`config.mk`:
```
export PLATFORM = sky130hd
export DESIGN_NAME = corr_coeff_ctrl
export DESIGN_NICKNAME = d
export VERILOG_FILES = /design/src/rtl/corr_coeff_ctrl.sv
export SDC_FILE = /design/constraint.sdc
export NUM_CORES = 1
export LEC_CHECK = 0
export ABC_AREA = 1
export CAP_MARGIN = 20
export CORE_MARGIN = 2
export CORE_UTILIZATION = 47
export CTS_CLUSTER_SIZE = 28
export DETAILED_ROUTE_END_ITERATION = 7
export GPL_TIMING_DRIVEN = 0
export HOLD_SLACK_MARGIN = 0.05
export PLACE_DENSITY = 0.84
export SETUP_SLACK_MARGIN = 0.5
export SYNTH_ARGS = -nofsm -noshare
export SYNTH_HDL_FRONTEND = slang
export SYNTH_SLANG_ARGS = --single-unit
```
`constraint.sdc`:
```
create_clock -name clk -period 2.1 [get_ports clk]
set_input_delay 0.42 -clock clk [delete_from_list [all_inputs] [get_ports clk]]
set_output_delay 0.42 -clock clk [all_outputs]
set_load 0.005 [all_outputs]
```
`src/rtl/corr_coeff_ctrl.sv`:
```
// -----------------------------------------------------------------------------
// corr_coeff_ctrl
//
// Purpose:
//    Loads a bank of NUM_COEFF coefficients into an inactive correlator bank.
//    When the load completes, the controller waits for the next frame boundary
//    and then switches the active bank, so the correlator never sees a
//    half-written bank.
//
// Optional feature:
//    CORR_COEFF_CTRL_CHECKSUM_EN - when defined, a 9-bit modulo-512 sum of
//    all loaded beats is kept, and one extra beat is accepted after the last
//    coefficient. The bank is armed only if that beat equals the sum.
//    Otherwise err is set and the active bank is left as it was.
//
// Parameters:
//    NUM_COEFF   coefficients per bank load (1..256)
//
// Ports:
//    clk          in   1  rising-edge clock
//    reset        in   1  synchronous active-high reset
//    load_start   in   1  request to start loading bank load_bank
//    load_bank    in   2  target bank, sampled when load_start is accepted
//    load_valid   in   1  load_data beat valid
//    load_data    in   9  coefficient beat
//    load_ready   out  1  a beat is accepted this cycle
//    frame_sync   in   1  frame-boundary pulse from the correlator
//    coeff_index  out  8  coefficient write address
//    coeff_value  out  9  coefficient write data
//    coeff_write  out  1  coefficient write strobe
//    coeff_sel    out  2  active coefficient bank
//    busy         out  1  controller is not idle
//    done         out  1  pulse in the cycle coeff_sel changes
//    err          out  1  sticky error, cleared by the next accepted load_start
// -----------------------------------------------------------------------------
module corr_coeff_ctrl #(
   parameter int NUM_COEFF = 192
) (
   input  logic       clk,
   input  logic       reset,
   input  logic       load_start,
   input  logic [1:0] load_bank,
   input  logic       load_valid,
   input  logic [8:0] load_data,
   output logic       load_ready,
   input  logic       frame_sync,
   output logic [7:0] coeff_index,
   output logic [8:0] coeff_value,
   output logic       coeff_write,
   output logic [1:0] coeff_sel,
   output logic       busy,
   output logic       done,
   output logic       err
);

   localparam logic [7:0] LAST_IDX = 8'(NUM_COEFF - 1);

   typedef enum logic [1:0] {
      S_IDLE  = 2'd0,
      S_LOAD  = 2'd1,
      S_CHECK = 2'd2,
      S_ARMED = 2'd3
   } state_t;

   state_t     r_state,       w_state_nxt;
   logic [1:0] r_bank,        w_bank_nxt;
   logic [7:0] r_cnt,         w_cnt_nxt;
   logic       r_load_ready,  w_load_ready_nxt;
   logic [7:0] r_coeff_index, w_coeff_index_nxt;
   logic [8:0] r_coeff_value, w_coeff_value_nxt;
   logic       r_coeff_write, w_coeff_write_nxt;
   logic [1:0] r_coeff_sel,   w_coeff_sel_nxt;
   logic       r_busy,        w_busy_nxt;
   logic       r_done,        w_done_nxt;
   logic       r_err,         w_err_nxt;
   logic       w_xfer;
`ifdef CORR_COEFF_CTRL_CHECKSUM_EN
   logic [8:0] r_sum,         w_sum_nxt;
`endif

   // load_ready is registered, so it already reflects whether the current
   // state takes beats.
   assign w_xfer = load_valid && r_load_ready;

   // ---------------------------------------------------------------------------
   // Next-state and next-output logic
   // ---------------------------------------------------------------------------
   always_comb begin
      w_state_nxt       = r_state;
      w_bank_nxt        = r_bank;
      w_cnt_nxt         = r_cnt;
      w_coeff_index_nxt = r_coeff_index;
      w_coeff_value_nxt = r_coeff_value;
      w_coeff_write_nxt = 1'b0;
      w_coeff_sel_nxt   = r_coeff_sel;
      w_done_nxt        = 1'b0;
      w_err_nxt         = r_err;
`ifdef CORR_COEFF_CTRL_CHECKSUM_EN
      w_sum_nxt         = r_sum;
`endif

      case (r_state)
         S_IDLE: begin
            if (load_start) begin
               // The active bank must never be overwritten while in use.
               if (load_bank != r_coeff_sel) begin
                  w_state_nxt = S_LOAD;
                  w_bank_nxt  = load_bank;
                  w_cnt_nxt   = 8'd0;
                  w_err_nxt   = 1'b0;
`ifdef CORR_COEFF_CTRL_CHECKSUM_EN
                  w_sum_nxt   = 9'd0;
`endif
               end else begin
                  w_err_nxt = 1'b1;
               end
            end
         end

         S_LOAD: begin
            if (w_xfer) begin
               w_coeff_write_nxt = 1'b1;
               w_coeff_index_nxt = r_cnt;
               w_coeff_value_nxt = load_data;
               w_cnt_nxt         = r_cnt + 8'd1;
`ifdef CORR_COEFF_CTRL_CHECKSUM_EN
               w_sum_nxt         = r_sum + load_data;
`endif
               if (r_cnt == LAST_IDX) begin
`ifdef CORR_COEFF_CTRL_CHECKSUM_EN
                  w_state_nxt = S_CHECK;
`else
                  w_state_nxt = S_ARMED;
`endif
               end
            end
         end

         S_CHECK: begin
`ifdef CORR_COEFF_CTRL_CHECKSUM_EN
            // The checksum beat is consumed but never written.
            if (w_xfer) begin
               if (load_data == r_sum) begin
                  w_state_nxt = S_ARMED;
               end else begin
                  w_state_nxt = S_IDLE;
                  w_err_nxt   = 1'b1;
               end
            end
`else
            w_state_nxt = S_IDLE;
`endif
         end

         S_ARMED: begin
            // Only pulses seen while already in ARMED trigger the swap; a
            // pulse coinciding with the final beat was evaluated in LOAD.
            if (frame_sync) begin
               w_coeff_sel_nxt = r_bank;
               w_done_nxt      = 1'b1;
               w_state_nxt     = S_IDLE;
            end
         end

         default: begin
            w_state_nxt = S_IDLE;
         end
      endcase

      w_load_ready_nxt = (w_state_nxt == S_LOAD) || (w_state_nxt == S_CHECK);
      w_busy_nxt       = (w_state_nxt != S_IDLE);
   end

   // ---------------------------------------------------------------------------
   // State and control registers
   // ---------------------------------------------------------------------------
   always_ff @(posedge clk) begin
      if (reset) begin
         r_state       <= S_IDLE;
         r_cnt         <= 8'd0;
         r_load_ready  <= 1'b0;
         r_coeff_write <= 1'b0;
         r_coeff_sel   <= 2'd0;
         r_busy        <= 1'b0;
         r_done        <= 1'b0;
         r_err         <= 1'b0;
      end else begin
         r_state       <= w_state_nxt;
         r_cnt         <= w_cnt_nxt;
         r_load_ready  <= w_load_ready_nxt;
         r_coeff_write <= w_coeff_write_nxt;
         r_coeff_sel   <= w_coeff_sel_nxt;
         r_busy        <= w_busy_nxt;
         r_done        <= w_done_nxt;
         r_err         <= w_err_nxt;
      end
   end

   // ---------------------------------------------------------------------------
   // Data registers: qualified by coeff_write or by state, so no reset needed
   // ---------------------------------------------------------------------------
   always_ff @(posedge clk) begin
      r_bank        <= w_bank_nxt;
      r_coeff_index <= w_coeff_index_nxt;
      r_coeff_value <= w_coeff_value_nxt;
`ifdef CORR_COEFF_CTRL_CHECKSUM_EN
      r_sum         <= w_sum_nxt;
`endif
   end

   assign load_ready  = r_load_ready;
   assign coeff_index = r_coeff_index;
   assign coeff_value = r_coeff_value;
   assign coeff_write = r_coeff_write;
   assign coeff_sel   = r_coeff_sel;
   assign busy        = r_busy;
   assign done        = r_done;
   assign err         = r_err;

endmodule

```
==> impl_results.html, run 1 <==
<table>
<tr><th>Metric</th><th>Value</th></tr>
<tr><th colspan="2">Synthesis</th></tr>
<tr><td>Post-synthesis cell type with the largest combined area</td><td>edfxtp_1</td></tr>
<tr><td>Cells after synthesis</td><td>145</td></tr>
<tr><td>Total nets after synthesis</td><td>163</td></tr>
<tr><td>Part of the Yosys area used for sequential elements</td><td>62.4%</td></tr>
<tr><td>Flop and latch count out of synthesis</td><td>36</td></tr>
<tr><td>Area contributors post-synth</td><td>edfxtp_1, dfxtp_1, nand2_1</td></tr>
<tr><td>Per-instance average area after synthesis</td><td>10.1 um2</td></tr>
<tr><td>Synthesized cell area</td><td>1460 um2</td></tr>
<tr><td>Share of the synthesized area in the top cell type</td><td>39.1%</td></tr>
<tr><td>Count of warnings emitted by yosys</td><td>0</td></tr>
<tr><td>Number of distinct library cells after synthesis</td><td>23</td></tr>
<tr><th colspan="2">Worst hold path</th></tr>
<tr><td>Number of instances on the worst hold path</td><td>1</td></tr>
<tr><td>Min-delay worst type</td><td>in -&gt; reg</td></tr>
<tr><td>Min-delay src</td><td>load_bank[0]</td></tr>
<tr><td>Destination of the worst hold path</td><td>r_bank[0]</td></tr>
<tr><th colspan="2">STA</th></tr>
<tr><td>Period utilization</td><td>73.9%</td></tr>
<tr><td>Final-report max-slew violation count</td><td>0</td></tr>
<tr><td>Setup repair after global routing missed its margin</td><td>true</td></tr>
<tr><td>Final setup skew</td><td>0.00124 ns</td></tr>
<tr><td>Top achievable clock speed</td><td>0.644 GHz</td></tr>
<tr><td>Endpoints failing hold</td><td>0</td></tr>
<tr><td>Rel. slew slack</td><td>66.7%</td></tr>
<tr><td>Final setup fails</td><td>0</td></tr>
<tr><td>Shortest period the worst path allows</td><td>1.55 ns</td></tr>
<tr><td>Worst-margin pin slew</td><td>0.499 ns</td></tr>
<tr><th colspan="2">Critical path</th></tr>
<tr><td>Reg2reg setup slack</td><td>0.55 ns</td></tr>
<tr><td>Count of cells along the worst register-to-register path</td><td>7</td></tr>
<tr><td>Cell chain of the critical path</td><td>ha_1, nand2_1, nor2_2, a41oi_1, ha_1, inv_1, nor2_1</td></tr>
<tr><td>Most numerous cell on the critical path</td><td>ha_1</td></tr>
<tr><td>Reg2reg end</td><td>load_ready</td></tr>
<tr><td>Critical path start-end classification</td><td>reg -&gt; reg</td></tr>
<tr><td>Arrival time at the worst endpoint</td><td>1.77 ns</td></tr>
<tr><td>WP data required</td><td>2.32 ns</td></tr>
<tr><td>Critical Path Sink Type</td><td>register</td></tr>
<tr><td>Reg-to-reg startpoint</td><td>r_cnt[0]</td></tr>
<tr><td>Slowest cell on the critical path</td><td>dfxtp_2</td></tr>
<tr><td>Maximum fanout count along the critical path</td><td>4</td></tr>
<tr><td>Delay of the slowest critical-path stage</td><td>0.35 ns</td></tr>
<tr><td>Critical path launch point type</td><td>register</td></tr>
<tr><th colspan="2">Routing</th></tr>
<tr><td>Total vias in the final route</td><td>1203</td></tr>
<tr><td>Routed len/inst</td><td>13.4 um</td></tr>
<tr><td>Detail Route Antenna Nets</td><td>0</td></tr>
<tr><td>Detailed router's first-iteration violation count</td><td>37</td></tr>
<tr><td>Pre-Repair DR Iteration Count</td><td>4</td></tr>
<tr><td>DR vias/cell</td><td>5.21</td></tr>
<tr><td>Post-Route WL</td><td>3100 um</td></tr>
<tr><td>DRC violations left</td><td>0</td></tr>
<tr><th colspan="2">Global route</th></tr>
<tr><td>Global-route wire length before repair</td><td>4970 um</td></tr>
<tr><td>Total routing resource utilization after global routing</td><td>18.9%</td></tr>
<tr><td>Largest net degree at the start of global routing</td><td>12</td></tr>
<tr><td>Met1 Track Usage GR</td><td>20.4%</td></tr>
<tr><td>Initial antenna violation count</td><td>0</td></tr>
<tr><td>Global-route track usage on met2</td><td>31.8%</td></tr>
<tr><td>Global-route congestion overflow total</td><td>0</td></tr>
<tr><td>Most Used Layer, Global Route</td><td>met2</td></tr>
<tr><td>Via count of the first global-routing pass</td><td>1219</td></tr>
<tr><td>Met3 Usage GRT</td><td>7.79%</td></tr>
<tr><th colspan="2">Clocking</th></tr>
<tr><td>Clock Path Buffers</td><td>2</td></tr>
<tr><td>Number of sinks on the clock net</td><td>36</td></tr>
<tr><td>CTS H-tree depth</td><td>2</td></tr>
<tr><td>Register clock-pin slew on the reported worst setup and hold paths</td><td>0.10 ns</td></tr>
<tr><td>Total clock buffers created by CTS</td><td>5</td></tr>
<tr><td>Number of buffers inserted for hold repair after clock tree synthesis</td><td>0</td></tr>
<tr><td>Clock tree from TritonCTS</td><td>done</td></tr>
<tr><td>Insertion delay to the later sink of the worst-skew pair</td><td>0.34 ns</td></tr>
<tr><td>Clock tree root buffer cell</td><td>clkbuf_4</td></tr>
<tr><th colspan="2">Placed design</th></tr>
<tr><td>DP HPWL</td><td>2160 um</td></tr>
<tr><td>Count of input and output buffers</td><td>39</td></tr>
<tr><td>Total placed instance area</td><td>1890 um2</td></tr>
<tr><td>Placer Congestion</td><td>0.811</td></tr>
<tr><th colspan="2">Finish</th></tr>
<tr><td>Growth of design area from synthesis to finish</td><td>41.3%</td></tr>
<tr><td>Fraction of final layout cells sized beyond drive strength 1</td><td>19.7%</td></tr>
<tr><td>Final cell utilization of the core</td><td>68.6%</td></tr>
<tr><td>Register cell area after layout</td><td>918 um2</td></tr>
<tr><td>Filler instances</td><td>228</td></tr>
<tr><td>Multi-input logic area</td><td>487 um2</td></tr>
<tr><td>ANT cells</td><td>0</td></tr>
<tr><td>Post-layout nets</td><td>215</td></tr>
<tr><td>Post-route cell area</td><td>2060 um2</td></tr>
<tr><th colspan="2">Job</th></tr>
<tr><td>Max-cap check violation count</td><td>0</td></tr>
<tr><th colspan="2">Power and ir drop</th></tr>
<tr><td>Leakage</td><td>1.02 nW</td></tr>
<tr><td>Areal power density over the cells</td><td>619 nW/um2</td></tr>
<tr><td>Max rail drop VDD</td><td>0.532 mV</td></tr>
<tr><th colspan="2">Die</th></tr>
<tr><td>Boundary pin count</td><td>40</td></tr>
<tr><td>Initial standard-cell utilization of the core</td><td>48.6%</td></tr>
<tr><td>Overall die area</td><td>3570 um2</td></tr>
<tr><td>Die H</td><td>59.7 um</td></tr>
<tr><td>Number of placement rows</td><td>20</td></tr>
<tr><td>Core box area</td><td>3000 um2</td></tr>
<tr><td>Die X</td><td>59.7 um</td></tr>
<tr><th colspan="2">Outcome</th></tr>
<tr><td>Result of the run</td><td>completed</td></tr>
</table>
## worst max-delay path: cells and delay by family (launching register included)
family,cells,cell delay (ns)
simple gates,3,0.23
buf+inv,1,0.06
fa+ha+maj,2,0.50
flops,1,0.35
compound gates,1,0.28
## placed cells by master, fill, tap and decap left out
cell type and n:
nand2_1 26, dlymetal6s2s_1 22, edfxtp_1 19, inv_1 17
nor2_1 16, clkdlybuf4s50_1 13, nand3_1 11, dfxtp_1 11
a21oi_1 9, nor2_2 7, dfxtp_2 6, clkbuf_4 5
buf_4 5, dlygate4sd2_1 4, nand2_2 3, o21ai_0 3
inv_2 2, nand2_4 2, a21oi_2 2, ha_1 2
clkinv_2 2, nor2_4 1, a41oi_1 1, nand3_2 1
nor3_2 1, clkbuf_1 1, a31oi_1 1, nor3_1 1
o21bai_4 1, xor2_1 1, o211ai_1 1, clkbuf_8 1
## how the worst max path moves through the flow
stage                      end  slack [ns]          from
finish              load_ready        0.55      r_cnt[0]
floorplan           load_ready        0.52    load_valid
global route        load_ready        0.46      r_cnt[0]
CTS                 load_ready        0.50  load_bank[1]
detailed placement  load_ready       -0.20    load_valid
global placement    load_ready       -0.13    load_valid
## synth_stat cells, drive strengths merged
| master | count |
|---|---|
| nand2 | 31 |
| a21oi | 11 |
| o21bai | 1 |
| o211ai | 1 |
| nor2 | 23 |
| dfxtp | 17 |
| clkbuf | 1 |
| inv | 19 |
| xor2 | 1 |
| nand3 | 12 |
| a31oi | 1 |
| nor3 | 2 |
| a41oi | 1 |
| ha | 2 |
| o21ai | 3 |
| edfxtp | 19 |
## cell type report
cell class	count	area share, %
Clock inverter	2	0.486
Inverter	19	3.46
Sequential cell	36	44.6
Buffer	1	0.182
Timing Repair Buffer	44	23.2
Tap cell	33	2.00
Multi-Input combinational cell	90	23.6
Clock buffer	6	2.49
## power by group
part	switching, W	total [W]	internal, W
Clock	0.000220	0.000379	0.000159
Sequential	0.0000106	0.000769	0.000758
Combinational	0.0000645	0.000127	0.0000626
Total	0.000295	0.00128	0.000980
## kinds of logic (layout without fill, tap and decap cells)
kind of cell,Yosys count,in the layout,share of synthesized area [%]
buffers and inverters,20,72,5.15
AO/OA/AOI/OAI,18,18,8.15
adder cells (fa/ha/maj),2,2,1.71
flip-flops,36,36,62.4
AND/OR/NAND/NOR,68,69,22.0
XOR/XNOR,1,1,0.600
## sequential cells by signal, summed over array words and instances, names as in the netlist
| name | flops |
|---|---|
| err | 1 |
| r_cnt | 8 |
| done | 1 |
| coeff_write | 1 |
| r_state | 2 |
| r_bank | 2 |
| coeff_value | 9 |
| coeff_index | 8 |
| load_ready | 1 |
| busy | 1 |
| coeff_sel | 2 |
## per-stage QoR
stage          hold slack (ns)  setup WS (ns)  power (W)  TNS, ns  std cells
3_3_place_gp             0.467         -0.127   0.000901   -0.127        217
2_1_floorplan            0.454          0.522   0.000842        0        145
3_5_place_dp             0.487         -0.203   0.000906   -0.242        217
4_1_cts                  0.516          0.497    0.00128        0        231
6_report                 0.320          0.547    0.00128        0        231
5_1_grt                  0.337          0.462    0.00132        0        231
## per-layer routing
| layer | up-vias | wire, um |
|---|---|---|
| li1 | 582 | - |
| met1 | 554 | 1170 |
| met2 | 57 | 1500 |
| met3 | 10 | 348 |
| met4 | 0 | 85 |
| met5 | - | 0 |
## what timing repair did
action	4_1_cts	5_1_grt
cloned	1	0
setup endpoints to repair	17	23
gates resized for setup	9	25
pin swaps	2	1
setup buffers	5	0
(Power assumes the default switching activity.)
==> run 2: changes to the inputs <==
==> constraint.sdc (replaced) <==
create_clock -name clk -period 1.5 [get_ports clk]
set_input_delay 0.3 -clock clk [delete_from_list [all_inputs] [get_ports clk]]
set_output_delay 0.3 -clock clk [all_outputs]
set_load 0.005 [all_outputs]
==> run 2 against run 1 <==
Against the previous run:
- hold slack better by 0.0078 ns
- first-iteration DRC count up 19%
- cell area up 10%
- core utilization up 7.0 points
- largest power group unchanged
- non-clock buffer count up 16
- critical path depth up 3
- final cell count up 7.4%
- clock skew up 0.0076 ns
- largest cell class unchanged
- sequential share of layout area down 3.6 points
- via count up 12%
- sequential power up 40%
- die area unchanged
==> impl_results.html, run 2 (synthesis gave the netlist of run 1 again) <==
<table>
<tr><th>Metric</th><th>Value</th></tr>
<tr><th colspan="2">Finish</th></tr>
<tr><td>Filler instances</td><td>198 (-13%)</td></tr>
<tr><td>ANT cells</td><td>0 (unchanged)</td></tr>
<tr><td>Max FFs per register</td><td>9 (unchanged)</td></tr>
<tr><td>Final cell utilization of the core</td><td>75.6% (+7.0 points)</td></tr>
<tr><td>Leading cell types in the layout, fill and taps excluded</td><td>buf_2, nand2_1, edfxtp_1</td></tr>
<tr><td>Fraction of final layout cells sized beyond drive strength 1</td><td>52.1% (+32 points)</td></tr>
<tr><td>Most common library cell in the layout ignoring fill and taps</td><td>buf_2</td></tr>
<tr><td>Growth of design area from synthesis to finish</td><td>55.6%</td></tr>
<tr><td>Post-layout nets</td><td>232 (+7.9%)</td></tr>
<tr><td>Post-route cell area</td><td>2270 um2 (+10%)</td></tr>
<tr><th colspan="2">Critical path</th></tr>
<tr><td>Cell chain of the critical path</td><td>inv_2, nand2_2, nand2_4, nor2_4, nor2_4, nor3_4, buf_4, buf_6, buf_6, nor2_2</td></tr>
<tr><td>CP Buf/Inv Count</td><td>4 (+3)</td></tr>
<tr><td>Family with the most delay on the worst path</td><td>simple AND/OR/NAND/NOR gates</td></tr>
<tr><td>Critical path launch point type</td><td>register</td></tr>
<tr><td>WP data required</td><td>1.75 ns (-0.57 ns)</td></tr>
<tr><td>Slowest cell on the critical path</td><td>dfxtp_2</td></tr>
<tr><td>Critical Path Sink Type</td><td>register</td></tr>
<tr><td>Maximum fanout count along the critical path</td><td>3 (-1)</td></tr>
<tr><td>Count of cells along the worst register-to-register path</td><td>10 (+3)</td></tr>
<tr><td>Reg2reg setup slack</td><td>0.12 ns (-0.42 ns)</td></tr>
<tr><td>Delay of the slowest critical-path stage</td><td>0.37 ns (+0.02 ns)</td></tr>
<tr><td>Reg-to-reg startpoint</td><td>coeff_sel[1]</td></tr>
<tr><td>Critical path start-end classification</td><td>reg -&gt; reg</td></tr>
<tr><td>Arrival time at the worst endpoint</td><td>1.63 ns (-0.14 ns)</td></tr>
<tr><td>Reg2reg end</td><td>r_state[0]</td></tr>
<tr><th colspan="2">Global route</th></tr>
<tr><td>Via count of the first global-routing pass</td><td>1285 (+5.4%)</td></tr>
<tr><td>Global-route wire length before repair</td><td>5650 um (+14%)</td></tr>
<tr><td>Total routing resource utilization after global routing</td><td>22.1% (+3.3 points)</td></tr>
<tr><td>Largest net degree at the start of global routing</td><td>12 (unchanged)</td></tr>
<tr><td>Global-route congestion overflow total</td><td>0 (unchanged)</td></tr>
<tr><td>Initial antenna violation count</td><td>0 (unchanged)</td></tr>
<tr><th colspan="2">Die</th></tr>
<tr><td>Core box area</td><td>3000 um2 (unchanged)</td></tr>
<tr><td>Die H</td><td>59.7 um (unchanged)</td></tr>
<tr><td>Initial standard-cell utilization of the core</td><td>48.6% (unchanged)</td></tr>
<tr><td>Overall die area</td><td>3570 um2 (unchanged)</td></tr>
<tr><td>Number of placement rows</td><td>20 (unchanged)</td></tr>
<tr><td>Die X</td><td>59.7 um (unchanged)</td></tr>
<tr><td>Boundary pin count</td><td>40 (unchanged)</td></tr>
<tr><th colspan="2">Clocking</th></tr>
<tr><td>Number of buffers inserted for hold repair after clock tree synthesis</td><td>0 (unchanged)</td></tr>
<tr><td>Clock tree from TritonCTS</td><td>done</td></tr>
<tr><td>CTS H-tree depth</td><td>2 (unchanged)</td></tr>
<tr><td>Clock Path Buffers</td><td>2 (unchanged)</td></tr>
<tr><td>Insertion delay to the later sink of the worst-skew pair</td><td>0.35 ns (about the same)</td></tr>
<tr><td>Number of sinks on the clock net</td><td>36 (unchanged)</td></tr>
<tr><td>Clock tree root buffer cell</td><td>clkbuf_4</td></tr>
<tr><td>Register clock-pin slew on the reported worst setup and hold paths</td><td>0.11 ns (about the same)</td></tr>
<tr><td>Total clock buffers created by CTS</td><td>5 (unchanged)</td></tr>
<tr><th colspan="2">Routing</th></tr>
<tr><td>Total vias in the final route</td><td>1349 (+12%)</td></tr>
<tr><td>Routed len/inst</td><td>15.9 um (+18%)</td></tr>
<tr><td>Detail Route Antenna Nets</td><td>0 (unchanged)</td></tr>
<tr><td>Pre-Repair DR Iteration Count</td><td>4 (unchanged)</td></tr>
<tr><td>Detailed router's first-iteration violation count</td><td>44 (+19%)</td></tr>
<tr><td>Post-Route WL</td><td>3950 um (+27%)</td></tr>
<tr><td>DRC violations left</td><td>0 (unchanged)</td></tr>
<tr><td>DR vias/cell</td><td>5.44 (+4.4%)</td></tr>
<tr><th colspan="2">Placed design</th></tr>
<tr><td>DP HPWL</td><td>2070 um (-4.1%)</td></tr>
<tr><td>Count of input and output buffers</td><td>39 (unchanged)</td></tr>
<tr><td>Total placed instance area</td><td>1920 um2 (+1.6%)</td></tr>
<tr><td>Placer Congestion</td><td>0.810 (-0.11%)</td></tr>
<tr><td>Placement Setup Slack</td><td>-0.578 ns (-0.375 ns)</td></tr>
<tr><th colspan="2">STA</th></tr>
<tr><td>Top achievable clock speed</td><td>0.727 GHz (+13%)</td></tr>
<tr><td>Setup repair after global routing missed its margin</td><td>true</td></tr>
<tr><td>Crit path setup slack, layout</td><td>0.124 ns (-0.423 ns)</td></tr>
<tr><td>Final setup fails</td><td>0 (unchanged)</td></tr>
<tr><td>Worst slack on hold paths</td><td>0.328 ns (+0.00782 ns)</td></tr>
<tr><td>Endpoints failing hold</td><td>0 (unchanged)</td></tr>
<tr><td>Final sum of negative setup slack</td><td>0 ns (unchanged)</td></tr>
<tr><td>Worst-margin pin slew</td><td>0.254 ns (-0.245 ns)</td></tr>
<tr><td>Period utilization</td><td>91.7% (+18 points)</td></tr>
<tr><td>Shortest period the worst path allows</td><td>1.38 ns (-0.177 ns)</td></tr>
<tr><td>Final-report max-slew violation count</td><td>0 (unchanged)</td></tr>
<tr><td>Rel. slew slack</td><td>83.0% (+16 points)</td></tr>
<tr><td>Final setup skew</td><td>0.00885 ns (+0.00761 ns)</td></tr>
<tr><th colspan="2">Worst hold path</th></tr>
<tr><td>Destination of the worst hold path</td><td>r_bank[0]</td></tr>
<tr><td>Min-delay worst type</td><td>in -&gt; reg</td></tr>
<tr><td>Number of instances on the worst hold path</td><td>1 (unchanged)</td></tr>
<tr><td>Min-delay src</td><td>load_bank[0]</td></tr>
<tr><th colspan="2">Power and ir drop</th></tr>
<tr><td>Max rail drop VDD</td><td>0.696 mV (+31%)</td></tr>
<tr><td>Leakage</td><td>0.892 nW (-12%)</td></tr>
<tr><td>Areal power density over the cells</td><td>900 nW/um2 (+45%)</td></tr>
<tr><th colspan="2">Outcome</th></tr>
<tr><td>Result of the run</td><td>completed</td></tr>
<tr><th colspan="2">Job</th></tr>
<tr><td>Max-cap check violation count</td><td>0 (unchanged)</td></tr>
</table>
-- run 2: cell count changes in the layout (fill, tap and decap cells not counted), sizes merged --
cell / before / now
dlygate4sd2: 4 / 3
clkdlybuf4s50: 13 / 12
nor2: 24 / 25
buf: 5 / 45
bufinv: 0 / 1
clkbuf: 7 / 6
dlymetal6s2s: 22 / 0
-- run 2: worst max-delay path by stage --
stage | start | to | slack, ns | cells past startpoint
final | coeff_sel[1] | r_state[0] | 0.12 | 10
after global routing | coeff_sel[1] | r_cnt[2] | 0.08 | 8
after CTS | coeff_sel[0] | r_cnt[2] | 0.20 | 8
after detailed placement | load_valid | load_ready | -0.58 | 7
after global placement | load_valid | load_ready | -0.52 | 7
after floorplan | r_state[1] | load_ready | -0.02 | 7
-- run 2: metal layers --
metal / wire [um] / up-vias / track usage (%)
li1: - / 622 / -
met1: 1520 / 632 / 24.1
met2: 1970 / 77 / 37.6
met3: 319 / 18 / 6.49
met4: 138 / 0 / 13.7
met5: 0 / - / 0
-- run 2: stage by stage --
| stage | power [W] | cells |
|---|---|---|
| 2_1_floorplan | 0.00119 | 145 |
| 3_3_place_gp | 0.00127 | 217 |
| 3_5_place_dp | 0.00128 | 217 |
| 4_1_cts | 0.00199 | 242 |
| 5_1_grt | 0.00211 | 248 |
| 6_report | 0.00204 | 248 |
-- run 2: timing repair --
action                                  CTS  global route
pin swaps                                19            12
endpoints found under the setup margin   58            60
gates resized for setup                 135            36
hold endpoints to repair                  0             0
setup buffers                            15             6
gates cloned                              2             0
-- run 2: area by class of cell --
cell class / instances / area [um2] / area share (%)
Clock inverter: 3 / 37.5 / 1.65
Buffer: 1 / 7.51 / 0.331
Timing Repair Buffer: 60 / 472 / 20.8
Clock buffer: 5 / 37.5 / 1.65
Multi-Input combinational cell: 91 / 658 / 29.0
Sequential cell: 36 / 930 / 41.0
Tap cell: 33 / 41.3 / 1.82
Inverter: 19 / 86.3 / 3.80
-- run 2: power breakdown --
group	leakage, nW	internal (W)	total [W]	switching (W)
clock	0.0403	0.000340	0.000664	0.000323
combinational	0.535	0.000155	0.000300	0.000145
sequential	0.317	0.00106	0.00108	0.0000190
==> run 3: changes to the inputs <==
--- a/config.mk
+++ b/config.mk
@@ -13,7 +13,7 @@
 export DETAILED_ROUTE_END_ITERATION = 7
 export GPL_TIMING_DRIVEN = 0
 export HOLD_SLACK_MARGIN = 0.05
-export PLACE_DENSITY = 0.84
+export PLACE_DENSITY_LB_ADDON = 0.2
 export SETUP_SLACK_MARGIN = 0.5
 export SYNTH_ARGS = -nofsm -noshare
 export SYNTH_HDL_FRONTEND = slang
==> run 3 against run 2 <==
Against the previous run:
- cell area fell by 3.6%
- worst setup slack improved by 0.057 ns
- critical endpoint is now r_cnt[2]
- core utilization fell by 2.7 points
- critical path depth fell by 2
- global-route usage fell by 1.5 points
- first-iteration DRC count fell by 9.1%
- combinational power fell by 16%
- final cell count did not move
- die area did not move
- maximum frequency rose by 4.3%
- clock skew fell by 0.0024 ns
- register-to-register slack improved by 0.06 ns
==> impl_results.html, run 3 (synthesis gave the netlist of run 1 again) <==
<table>
<tr><th>Metric</th><th>Value</th></tr>
<tr><th colspan="2">Outcome</th></tr>
<tr><td>Result of the run</td><td>completed</td></tr>
<tr><th colspan="2">Clocking</th></tr>
<tr><td>Register clock-pin slew on the reported worst setup and hold paths</td><td>0.10 ns (about the same)</td></tr>
<tr><td>CTS H-tree depth</td><td>2 (unchanged)</td></tr>
<tr><td>Number of sinks on the clock net</td><td>36 (unchanged)</td></tr>
<tr><td>Insertion delay to the later sink of the worst-skew pair</td><td>0.34 ns (about the same)</td></tr>
<tr><td>Total clock buffers created by CTS</td><td>5 (unchanged)</td></tr>
<tr><td>Clock Path Buffers</td><td>2 (unchanged)</td></tr>
<tr><td>Clock tree root buffer cell</td><td>clkbuf_4</td></tr>
<tr><td>Clock tree from TritonCTS</td><td>done</td></tr>
<tr><th colspan="2">STA</th></tr>
<tr><td>Period utilization</td><td>88.0% (-3.8 points)</td></tr>
<tr><td>Final setup fails</td><td>0 (unchanged)</td></tr>
<tr><td>Final setup skew</td><td>0.00644 ns (-0.00242 ns)</td></tr>
<tr><td>Worst-margin pin slew</td><td>0.246 ns (-0.00804 ns)</td></tr>
<tr><td>Top achievable clock speed</td><td>0.758 GHz (+4.3%)</td></tr>
<tr><td>Rel. slew slack</td><td>83.6% (+0.54 points)</td></tr>
<tr><td>Endpoints failing hold</td><td>0 (unchanged)</td></tr>
<tr><td>Setup repair after global routing missed its margin</td><td>true</td></tr>
<tr><td>Final-report max-slew violation count</td><td>0 (unchanged)</td></tr>
<tr><td>Shortest period the worst path allows</td><td>1.32 ns (-0.0566 ns)</td></tr>
<tr><th colspan="2">Finish</th></tr>
<tr><td>Fraction of final layout cells sized beyond drive strength 1</td><td>48.8% (-3.3 points)</td></tr>
<tr><td>Final cell utilization of the core</td><td>72.9% (-2.7 points)</td></tr>
<tr><td>Filler instances</td><td>251 (+27%)</td></tr>
<tr><td>Max FFs per register</td><td>9 (unchanged)</td></tr>
<tr><td>Leading cell types in the layout, fill and taps excluded</td><td>nand2_1, buf_2, edfxtp_1</td></tr>
<tr><td>Growth of design area from synthesis to finish</td><td>50.0%</td></tr>
<tr><td>ANT cells</td><td>0 (unchanged)</td></tr>
<tr><td>Post-layout nets</td><td>232 (unchanged)</td></tr>
<tr><th colspan="2">Die</th></tr>
<tr><td>Number of placement rows</td><td>20 (unchanged)</td></tr>
<tr><td>Overall die area</td><td>3570 um2 (unchanged)</td></tr>
<tr><td>Initial standard-cell utilization of the core</td><td>48.6% (unchanged)</td></tr>
<tr><td>Die H</td><td>59.7 um (unchanged)</td></tr>
<tr><td>Die X</td><td>59.7 um (unchanged)</td></tr>
<tr><td>Boundary pin count</td><td>40 (unchanged)</td></tr>
<tr><td>Core box area</td><td>3000 um2 (unchanged)</td></tr>
<tr><th colspan="2">Placed design</th></tr>
<tr><td>Count of input and output buffers</td><td>39 (unchanged)</td></tr>
<tr><td>Placer Congestion</td><td>0.740 (-8.6%)</td></tr>
<tr><td>DP HPWL</td><td>2070 um (-0.29%)</td></tr>
<tr><th colspan="2">Global route</th></tr>
<tr><td>Global-route wire length before repair</td><td>5360 um (-5.1%)</td></tr>
<tr><td>Initial antenna violation count</td><td>0 (unchanged)</td></tr>
<tr><td>Largest net degree at the start of global routing</td><td>11 (-1)</td></tr>
<tr><td>Total routing resource utilization after global routing</td><td>20.6% (-1.5 points)</td></tr>
<tr><td>Via count of the first global-routing pass</td><td>1181 (-8.1%)</td></tr>
<tr><td>Global-route congestion overflow total</td><td>0 (unchanged)</td></tr>
<tr><th colspan="2">Critical path</th></tr>
<tr><td>Family with the most delay on the worst path</td><td>compound AO/OA/AOI/OAI gates</td></tr>
<tr><td>WP data required</td><td>1.73 ns (-0.02 ns)</td></tr>
<tr><td>Reg-to-reg startpoint</td><td>coeff_sel[1]</td></tr>
<tr><td>Critical path start-end classification</td><td>reg -&gt; reg</td></tr>
<tr><td>Reg2reg setup slack</td><td>0.18 ns (+0.06 ns)</td></tr>
<tr><td>Critical path launch point type</td><td>register</td></tr>
<tr><td>Slowest cell on the critical path</td><td>dfxtp_2</td></tr>
<tr><td>Delay of the slowest critical-path stage</td><td>0.36 ns (about the same)</td></tr>
<tr><td>Reg2reg end</td><td>r_cnt[2]</td></tr>
<tr><td>CP Buf/Inv Count</td><td>2 (-2)</td></tr>
<tr><td>Count of cells along the worst register-to-register path</td><td>8 (-2)</td></tr>
<tr><td>Most numerous cell on the critical path</td><td>nand2_4</td></tr>
<tr><td>Cell chain of the critical path</td><td>inv_2, nand2_2, nand2_4, buf_6, o21bai_4, nand2_4, a21oi_2, nor2_1</td></tr>
<tr><td>Arrival time at the worst endpoint</td><td>1.55 ns (-0.08 ns)</td></tr>
<tr><td>Critical Path Sink Type</td><td>register</td></tr>
<tr><td>Maximum fanout count along the critical path</td><td>7 (+4)</td></tr>
<tr><th colspan="2">Worst hold path</th></tr>
<tr><td>Min-delay src</td><td>load_bank[0]</td></tr>
<tr><td>Destination of the worst hold path</td><td>r_bank[0]</td></tr>
<tr><td>Number of instances on the worst hold path</td><td>1 (unchanged)</td></tr>
<tr><td>Min-delay worst type</td><td>in -&gt; reg</td></tr>
<tr><th colspan="2">Routing</th></tr>
<tr><td>Detailed router's first-iteration violation count</td><td>40 (-9.1%)</td></tr>
<tr><td>DRC violations left</td><td>0 (unchanged)</td></tr>
<tr><td>Post-Route WL</td><td>3330 um (-16%)</td></tr>
<tr><td>Total vias in the final route</td><td>1257 (-6.8%)</td></tr>
<tr><td>Routed len/inst</td><td>13.4 um (-16%)</td></tr>
<tr><td>DR vias/cell</td><td>5.07 (-6.8%)</td></tr>
<tr><td>Detail Route Antenna Nets</td><td>0 (unchanged)</td></tr>
<tr><td>Pre-Repair DR Iteration Count</td><td>4 (unchanged)</td></tr>
<tr><th colspan="2">Power and ir drop</th></tr>
<tr><td>Total Power</td><td>0.00181 W (-11%)</td></tr>
<tr><td>Max rail drop VDD</td><td>0.684 mV (-1.6%)</td></tr>
<tr><td>Leakage</td><td>0.871 nW (-2.4%)</td></tr>
<tr><td>Areal power density over the cells</td><td>828 nW/um2 (-8.0%)</td></tr>
<tr><th colspan="2">Job</th></tr>
<tr><td>Max-cap check violation count</td><td>0 (unchanged)</td></tr>
</table>
## run 3: routing by layer
layer	global-route usage (%)	part of all wire [%]	vias up
li1	-	-	623
met1	24.7	38	582
met2	33.2	51	44
met3	7.58	8.1	8
met4	8.89	2.0	0
met5	0	0	-
## run 3: report_power, final
group / total, W / internal (W) / leakage [nW] / switching, W
Combinational: 0.000251 / 0.000132 / 0.526 / 0.000119
Clock: 0.000482 / 0.000180 / 0.0269 / 0.000302
Sequential: 0.00108 / 0.00106 / 0.318 / 0.0000161
Total: 0.00181 / 0.00138 / 0.871 / 0.000437
## run 3: stage by stage
stage / worst slack, ns / std cells / setup TNS [ns] / cell area [um2] / hold slack [ns]
finish: 0.180 / 248 / 0 / 2190 / 0.322
global route: 0.122 / 248 / 0 / 2190 / 0.315
CTS: 0.190 / 244 / 0 / 2100 / 0.294
detailed placement: -0.579 / 217 / -8.47 / 1920 / 0.464
global placement: -0.547 / 217 / -7.63 / 1920 / 0.447
floorplan: -0.0229 / 145 / -0.0229 / 1490 / 0.362
## run 3: cell type report
type | count | area, um2 | area share, %
Buffer | 1 | 7.51 | 0.343
Clock inverter | 1 | 3.75 | 0.172
Sequential cell | 36 | 930 | 42.5
Multi-Input combinational cell | 90 | 613 | 28.0
Tap cell | 33 | 41.3 | 1.89
Clock buffer | 7 | 45.0 | 2.06
Inverter | 19 | 76.3 | 3.49
Timing Repair Buffer | 61 | 472 | 21.6
## run 3: worst max-delay path by stage
stage | from | to | slack (ns) | depth (start not counted)
2_1_floorplan | r_state[1] | load_ready | -0.02 | 7
3_3_place_gp | load_valid | load_ready | -0.55 | 7
3_5_place_dp | load_valid | load_ready | -0.58 | 7
4_1_cts | coeff_sel[0] | r_cnt[2] | 0.19 | 8
5_1_grt | coeff_sel[1] | r_cnt[2] | 0.12 | 8
6_report | coeff_sel[1] | r_cnt[2] | 0.18 | 8
## run 3: timing repair
| item | CTS | global route |
|---|---|---|
| gates resized for setup | 130 | 23 |
| gates cloned | 1 | 0 |
| buffers inserted | 18 | 4 |
| pin swaps | 16 | 16 |
| endpoints found under the setup margin | 58 | 59 |
| hold buffers | 0 | 0 |
